===== src/rtl/keypad_pkg.sv =====
// keypad_pkg: definitions shared by keypad_entry and password_check.
//   PW_WIDTH_DEF  binary password width shared with password_check
//   KEY_*         special key codes from the keypad scanner
//   state_e       keypad_entry FSM states
//   is_digit()    true for key codes 0-9
package keypad_pkg;

  localparam int PW_WIDTH_DEF = 17;

  localparam logic [3:0] KEY_CLEAR     = 4'hA;
  localparam logic [3:0] KEY_BACKSPACE = 4'hB;
  localparam logic [3:0] KEY_ENTER     = 4'hC;

  typedef enum logic [1:0] {
    S_PRI   = 2'd0,  // collecting the first (or only) value
    S_NEW   = 2'd1,  // collecting the new password after a master key
    S_CONV  = 2'd2,  // BCD -> binary conversion running
    S_ISSUE = 2'd3   // one-cycle hand-off to password_check
  } state_e;

  function automatic logic is_digit(input logic [3:0] code);
    return code <= 4'd9;
  endfunction

endpackage


===== src/rtl/bcd_to_bin_seq.sv =====
// bcd_to_bin_seq: sequential BCD to binary converter, one digit per cycle.
//   clk, rst_n  clock, synchronous active-low reset
//   start_i     load bcd_i and begin; ignored while a conversion runs
//   bcd_i       NUM_DIGITS packed BCD digits, most significant digit in the top nibble
//   done_o      high in the final step cycle; bin_o holds the finished value then
//   bin_o       running accumulator including the current step (acc*10 + digit)
// A conversion always takes exactly NUM_DIGITS cycles; leading zero digits cost
// nothing in correctness, they just contribute 0 to the accumulator.
module bcd_to_bin_seq #(
  parameter int NUM_DIGITS = 5,
  parameter int PW_WIDTH   = 17
) (
  input  logic                    clk,
  input  logic                    rst_n,
  input  logic                    start_i,
  input  logic [NUM_DIGITS*4-1:0] bcd_i,
  output logic                    done_o,
  output logic [PW_WIDTH-1:0]     bin_o
);

  localparam int BW = NUM_DIGITS * 4;
  localparam int SW = $clog2(NUM_DIGITS + 1);

  logic [BW-1:0]       sh_q;
  logic [PW_WIDTH-1:0] acc_q;
  logic [SW-1:0]       step_q;
  logic                run_q;
  logic [3:0]          dig;
  logic [PW_WIDTH-1:0] mac;

  assign dig = sh_q[BW-1 -: 4];
  // x10 as x8 + x2 so no multiplier is inferred
  assign mac    = (acc_q << 3) + (acc_q << 1) + PW_WIDTH'(dig);
  assign done_o = run_q && (step_q == SW'(NUM_DIGITS - 1));
  assign bin_o  = mac;

  always_ff @(posedge clk) begin
    if (!rst_n) begin
      sh_q   <= '0;
      acc_q  <= '0;
      step_q <= '0;
      run_q  <= 1'b0;
    end else if (run_q) begin
      sh_q   <= sh_q << 4;
      acc_q  <= mac;
      step_q <= step_q + SW'(1);
      if (done_o) run_q <= 1'b0;
    end else if (start_i) begin
      sh_q   <= bcd_i;
      acc_q  <= '0;
      step_q <= '0;
      run_q  <= 1'b1;
    end
  end

endmodule


===== src/rtl/keypad_entry.sv =====
// keypad_entry: collects keypad digits, converts them to binary and hands the
// value(s) to password_check.
//   clk, rst_n       clock, synchronous active-low reset
//   key_valid        one-cycle key strobe, key_code valid with it
//   key_code         0-9 digit, KEY_CLEAR, KEY_BACKSPACE, KEY_ENTER; others ignored
//   mode_change      sampled on the ENTER that ends the first value; 1 = change request
//   in_password      first value (master key in change mode)
//   change_password  second value, 0 for a plain unlock
//   e_button         one-cycle strobe: outputs valid
//   rs_button        1 = change request, held until the next issue
//   busy             converting/issuing, keys dropped
//   digit_count      digits in the current buffer
//   entry_error      one-cycle pulse on a rejected key (registered, cycle after the key)
// Build option: define ENTRY_TIMEOUT_EN to discard idle partial entries after
// TIMEOUT_CYCLES cycles (treated as CLEAR plus an error pulse).
module keypad_entry
  import keypad_pkg::*;
#(
  parameter int NUM_DIGITS = 5,
  parameter int PW_WIDTH   = PW_WIDTH_DEF
`ifdef ENTRY_TIMEOUT_EN
  , parameter int TIMEOUT_CYCLES = 1000000
`endif
) (
  input  logic                clk,
  input  logic                rst_n,
  input  logic                key_valid,
  input  logic [3:0]          key_code,
  input  logic                mode_change,
  output logic [PW_WIDTH-1:0] in_password,
  output logic [PW_WIDTH-1:0] change_password,
  output logic                e_button,
  output logic                rs_button,
  output logic                busy,
  output logic [2:0]          digit_count,
  output logic                entry_error
);

  localparam int BW = NUM_DIGITS * 4;

  state_e              state_q, state_d;
  logic [BW-1:0]       dbuf_q, dbuf_d;     // newest digit in the low nibble
  logic [2:0]          cnt_q, cnt_d;
  logic                second_q, second_d; // conversion in flight is the second value
  logic                mode_q, mode_d;
  logic [PW_WIDTH-1:0] inpw_q, inpw_d;
  logic [PW_WIDTH-1:0] chpw_q, chpw_d;
  logic                rs_q, rs_d;
  logic                err_q, err_d;

  logic                key_ok;
  logic                conv_start;
  logic                conv_done;
  logic [PW_WIDTH-1:0] conv_bin;

  assign busy   = (state_q == S_CONV) || (state_q == S_ISSUE);
  assign key_ok = key_valid && !busy;

  bcd_to_bin_seq #(
    .NUM_DIGITS(NUM_DIGITS),
    .PW_WIDTH  (PW_WIDTH)
  ) u_conv (
    .clk    (clk),
    .rst_n  (rst_n),
    .start_i(conv_start),
    .bcd_i  (dbuf_q),
    .done_o (conv_done),
    .bin_o  (conv_bin)
  );

`ifdef ENTRY_TIMEOUT_EN
  localparam int TW = $clog2(TIMEOUT_CYCLES + 1);
  logic [TW-1:0] idle_q, idle_d;
  logic          armed;
  logic          timeout_hit;

  // A second-value entry times out even with an empty buffer, so an abandoned
  // change request does not leave the master key latched forever.
  assign armed       = (state_q == S_NEW) || ((state_q == S_PRI) && (cnt_q != 3'd0));
  assign timeout_hit = armed && !key_ok && (idle_q == TW'(TIMEOUT_CYCLES - 1));

  always_comb begin
    idle_d = idle_q + TW'(1);
    if (!armed || key_ok || timeout_hit) idle_d = '0;
  end

  always_ff @(posedge clk) begin
    if (!rst_n) idle_q <= '0;
    else        idle_q <= idle_d;
  end
`endif

  always_comb begin
    state_d    = state_q;
    dbuf_d     = dbuf_q;
    cnt_d      = cnt_q;
    second_d   = second_q;
    mode_d     = mode_q;
    inpw_d     = inpw_q;
    chpw_d     = chpw_q;
    rs_d       = rs_q;
    err_d      = 1'b0;
    conv_start = 1'b0;

    case (state_q)
      S_PRI, S_NEW: begin
        if (key_ok) begin
          if (is_digit(key_code)) begin
            if (cnt_q < 3'(NUM_DIGITS)) begin
              dbuf_d = (dbuf_q << 4) | BW'(key_code);
              cnt_d  = cnt_q + 3'd1;
            end else begin
              err_d = 1'b1;
            end
          end else if (key_code == KEY_BACKSPACE) begin
            if (cnt_q == 3'd0) begin
              err_d = 1'b1;
            end else begin
              dbuf_d = dbuf_q >> 4;
              cnt_d  = cnt_q - 3'd1;
            end
          end else if (key_code == KEY_CLEAR) begin
            dbuf_d   = '0;
            cnt_d    = 3'd0;
            second_d = 1'b0;
            state_d  = S_PRI;
          end else if (key_code == KEY_ENTER) begin
            if (cnt_q == 3'd0) begin
              err_d = 1'b1;
            end else begin
              conv_start = 1'b1;
              second_d   = (state_q == S_NEW);
              if (state_q == S_PRI) mode_d = mode_change;
              state_d    = S_CONV;
            end
          end
        end
`ifdef ENTRY_TIMEOUT_EN
        if (timeout_hit) begin
          dbuf_d   = '0;
          cnt_d    = 3'd0;
          second_d = 1'b0;
          err_d    = 1'b1;
          state_d  = S_PRI;
        end
`endif
      end

      S_CONV: begin
        if (conv_done) begin
          dbuf_d = '0;
          cnt_d  = 3'd0;
          if (!second_q) begin
            inpw_d = conv_bin;
            if (mode_q) begin
              state_d = S_NEW;
            end else begin
              chpw_d  = '0;
              rs_d    = 1'b0;
              state_d = S_ISSUE;
            end
          end else begin
            chpw_d  = conv_bin;
            rs_d    = 1'b1;
            state_d = S_ISSUE;
          end
        end
      end

      S_ISSUE: begin
        dbuf_d   = '0;
        cnt_d    = 3'd0;
        second_d = 1'b0;
        state_d  = S_PRI;
      end

      default: state_d = S_PRI;
    endcase
  end

  always_ff @(posedge clk) begin
    if (!rst_n) begin
      state_q  <= S_PRI;
      dbuf_q   <= '0;
      cnt_q    <= 3'd0;
      second_q <= 1'b0;
      mode_q   <= 1'b0;
      inpw_q   <= '0;
      chpw_q   <= '0;
      rs_q     <= 1'b0;
      err_q    <= 1'b0;
    end else begin
      state_q  <= state_d;
      dbuf_q   <= dbuf_d;
      cnt_q    <= cnt_d;
      second_q <= second_d;
      mode_q   <= mode_d;
      inpw_q   <= inpw_d;
      chpw_q   <= chpw_d;
      rs_q     <= rs_d;
      err_q    <= err_d;
    end
  end

  assign e_button        = (state_q == S_ISSUE);
  assign in_password     = inpw_q;
  assign change_password = chpw_q;
  assign rs_button       = rs_q;
  assign digit_count     = cnt_q;
  assign entry_error     = err_q;

endmodule

===== config.mk =====
export PLATFORM = sky130hd
export DESIGN_NAME = keypad_entry
export DESIGN_NICKNAME = d
export VERILOG_FILES = /design/src/rtl/keypad_pkg.sv /design/src/rtl/bcd_to_bin_seq.sv /design/src/rtl/keypad_entry.sv
export SDC_FILE = /design/constraint.sdc
export NUM_CORES = 1
export LEC_CHECK = 0
export ABC_AREA = 1
export BUFFER_PORTS_ARGS = -buffer_cell sky130_fd_sc_hd__buf_2
export CAP_MARGIN = 20
export CORE_MARGIN = 2
export CORE_UTILIZATION = 44
export CTS_CLUSTER_DIAMETER = 30
export CTS_CLUSTER_SIZE = 16
export DETAILED_ROUTE_END_ITERATION = 12
export HOLD_SLACK_MARGIN = 0.15
export PLACE_DENSITY = 0.61
export SYNTH_ARGS = -nofsm -noshare
export SYNTH_HDL_FRONTEND = slang
export SYNTH_HIERARCHICAL = 1
export SYNTH_SLANG_ARGS = --single-unit
export TNS_END_PERCENT = 10

===== constraint.sdc =====
create_clock -name clk -period 2.4 [get_ports clk]
set_clock_uncertainty 0.05 [all_clocks]
set_input_delay 0.24 -clock clk [delete_from_list [all_inputs] [get_ports clk]]
set_output_delay 0.24 -clock clk [all_outputs]
set_load 0.05 [all_outputs]

==> results.cfg <==
[yosys]
yosys_warn_count = 6
synthFlopType = dfxtp_1
synthMostInstantiatedCell = nand2_1
synth_sequential_area_ratio_pct = 35.71
synth.largest_area_cell = dfxtp_1
synth.area.top_cells = dfxtp_1, nand2_1, ha_1
postSynthNetCount = 895
netlist_top_cells_count = nand2_1, nor2_1, inv_1, dfxtp_1, nand3_1
synth_edf_count = 0
async_reset_ff_share_pct = 0
synthesis.area_mm2 = 0.005774
ys_seq_elements = 103
synth_top_area_share_pct = 35.71
postSynthCellCount = 852
yosysUniqueCellTypes = 38
synthesis.area_per_instance_um2 = 6.777

[die]
die_area_mm2 = 0.01406
core.rowCount = 41
die_w_um = 118.6
starting_density_of_the_core_pct = 45.39
core_mm2 = 0.01272
die_height_um = 118.6
boundaryPins = 49

[cts]
tritoncts_clock_tree = built
tritoncts.num_buffers = 9
worst_skew_pair.late_latency_ns = 0.35
cts.sink_count = 103
cts.path.max_buffers = 2
clk_root_buffer_cell = clkbuf_16
htreeDepth = 3
clkSlewWorstSetupHoldPaths_ns = 0.07

[detailed_routing]
wirelength_um = 13990
route.detailed.drc = 0
drt-vias-per-instance = 4.884
vias = 5250
drtAntennaViolNets = 0
drtIter0Drc = 306
dr.pass1.iters = 5
post_drt_wl_per_cell_um = 13.01

[setup_path]
crit_arrival_ns = 2.53
r2r.worst_path.cells = 12
critical_path.max_stage_delay_ns = 0.41
timing.critical_path.mode_cell = nand2_1
critical_path_fanout_max = 4
crit_chain = ha_1 > ha_1 > nand2_1 > inv_2 > nand2_1 > nand2_1 > nand2_1 > nand3_2 > a21oi_2 > xor2_2 > nand3_2 > a21oi_2
regToRegSetupSlack_ns = 0.09
timing.critical_path.slowest_stage_cell = dfxtp_1
worst-setup-path-type = flip-flop to flip-flop
start_kind = flip-flop
r2r_path_end = change_password[16]
crit-reg2reg-launch = u_conv/acc_q[6]
sort_of_element_at_the_end_of_the_critical_path = flip-flop
crit_family = adder cells
cp_num_buf_inv = 1
worst-endpoint-required_ns = 2.63

[hold_path]
worstHoldPathCells = 4
hold_path_class = input pin to flip-flop
worst_hold_start = key_code[0]
worstHoldEndpoint = mode_q

[layout]
layout-area-overhead-vs-synth_pct = 15.47
final_design_area_no_fill_mm2 = 0.006668
combined_area_of_the_multi_input_logic_cells_mm2 = 0.003204
nets_final = 941
seqCellArea_mm2 = 0.002064
num_antenna_cells = 0
post-route-util_pct = 52.41
fin_cells = 1075
post_route_cells_drive_above_1_share_pct = 18.60
filler_cell_count = 1336

[placed_design]
placedInstanceArea_mm2 = 0.006195
estimated_wirelength_of_the_detail_placed_design_um = 10130
port-buffer-count = 48
dpl.cell_count = 1058
place.gp.congestion = 0.8588

[timing]
fmax_mhz = 433.5
period_needed_ns = 2.307
grt_setup_unrepaired = yes
worst_pin_slew_ns = 0.6943
count_of_endpoints_failing_hold_in_the_final_timing_report = 0
setup_viol = 0
finalMaxSlewViolations = 0
min_period_over_period_pct = 96.11
timing.max_slew.rel_slack_pct = 53.66

[grt]
grt_max_degree = 42
grt_pass1_vias = 4800
grt_util_all_layers_pct = 20.23
grt_pass1_wl_um = 23180
total_grt_overflow = 0
antenna_found_initial = 0

[flow_run]
maxcap_viol_count = 0

[power_and_ir_drop]
total_power_mw = 3.817
leakage_nw = 3.260
worst_ir_drop_vdd_uv = 640.5
power-per-cell-area_mw_per_mm2 = 572.5

[status]
outcome = finished, final reports clean
-- where the power goes --
group	internal, mW	switching [mW]
sequential	1.77	0.0439
clock	0.868	0.654
combinational	0.153	0.331
total	2.79	1.03
-- through the flow --
stage	hold slack, ns	setup TNS, ns	setup slack, ns
after floorplan	0.3800	0	0.06565
after global placement	0.3995	0	0.04794
after detailed placement	0.4035	0	0.01748
after CTS	0.1992	0	0.03365
after global routing	0.2565	-0.08554	-0.03559
final	0.2146	0	0.09335
-- placed cells by master (no fill, tap or decap), drive strengths merged, types with 2 or more instances in the layout --
cell type,Yosys,routed
nand2,240,240
inv,117,117
nor2,113,113
dfxtp,103,103
nand3,71,71
buf,29,71
a21oi,53,53
ha,33,33
o21ai,30,30
o22ai,13,13
clkbuf,8,12
xor2,8,8
nand4,6,6
and2,6,6
o211ai,4,4
clkinv,3,4
xnor2,3,3
nor3,3,3
clkinvlp,0,2
fa,2,2
-- worst max path at each step --
stage / from / depth (start not counted) / endpoint / slack, ns
after detailed placement: u_conv/sh_q[19] / 12 / in_password[14] / 0.02
after global routing: u_conv/acc_q[2] / 14 / in_password[11] / -0.04
final: u_conv/acc_q[6] / 12 / change_password[16] / 0.09
after global placement: u_conv/sh_q[19] / 12 / in_password[14] / 0.05
after floorplan: digit_count[0] / 8 / u_conv/sh_q[1] / 0.07
after CTS: u_conv/sh_q[19] / 12 / in_password[8] / 0.03
-- cell families (layout without fill, tap and decap cells) --
kind of cell | Yosys count | in the layout | synth area share [%]
AOI/OAI and AO/OA | 104 | 104 | 10.01
and+or+nand+nor | 442 | 442 | 33.00
xor gates and xnor gates | 11 | 11 | 1.929
buffers and inverters | 157 | 208 | 11.51
DFF | 103 | 103 | 35.71
adders and majority gates | 35 | 35 | 7.844
-- worst reg2reg max path: stages, from the launching register on --
cell     delay, ns
dfxtp_1       0.41
ha_1          0.27
ha_1          0.36
nand2_1       0.15
inv_2         0.05
nand2_1       0.06
nand2_1       0.05
nand2_1       0.09
nand3_2       0.09
a21oi_2       0.18
xor2_2        0.23
nand3_2       0.12
a21oi_2       0.13
-- sequential cells by signal (all words and copies together) (netlist names) --
name	flops
u_conv/sh_q	20
u_conv/step_q	3
rs_button	1
in_password	17
mode_q	1
digit_count	3
entry_error	1
change_password	17
state_q	2
second_q	1
u_conv/run_q	1
dbuf_q	20
u_conv/acc_q	16
-- layout make-up --
type | count | area share [%]
Multi-Input combinational cell | 592 | 48.06
Sequential cell | 103 | 30.96
Inverter | 120 | 6.755
Timing Repair Buffer | 72 | 6.343
Clock buffer | 12 | 3.847
Tap cell | 172 | 3.228
Clock inverter | 4 | 0.8069
-- per-layer routing --
layer | global-route usage [%] | vias up | routed length [um]
met1 | 25.27 | 2363 | 6357
met4 | 6.771 | 0 | 250
met5 | 0 | - | 0
met2 | 34.91 | 99 | 6898
li1 | - | 2768 | -
met3 | 3.764 | 20 | 484
-- repair_timing --
action                                 in CTS  in global routing
setup endpoints to repair                   1                 21
gates resized for setup                     1                 40
endpoints found under the hold margin       1                  0
pin swaps                                   0                 14
cloned                                      0                  0
setup buffers                               0                  0
hold buffers                                1                  0
No activity file was read; power rests on OpenSTA's default activity.
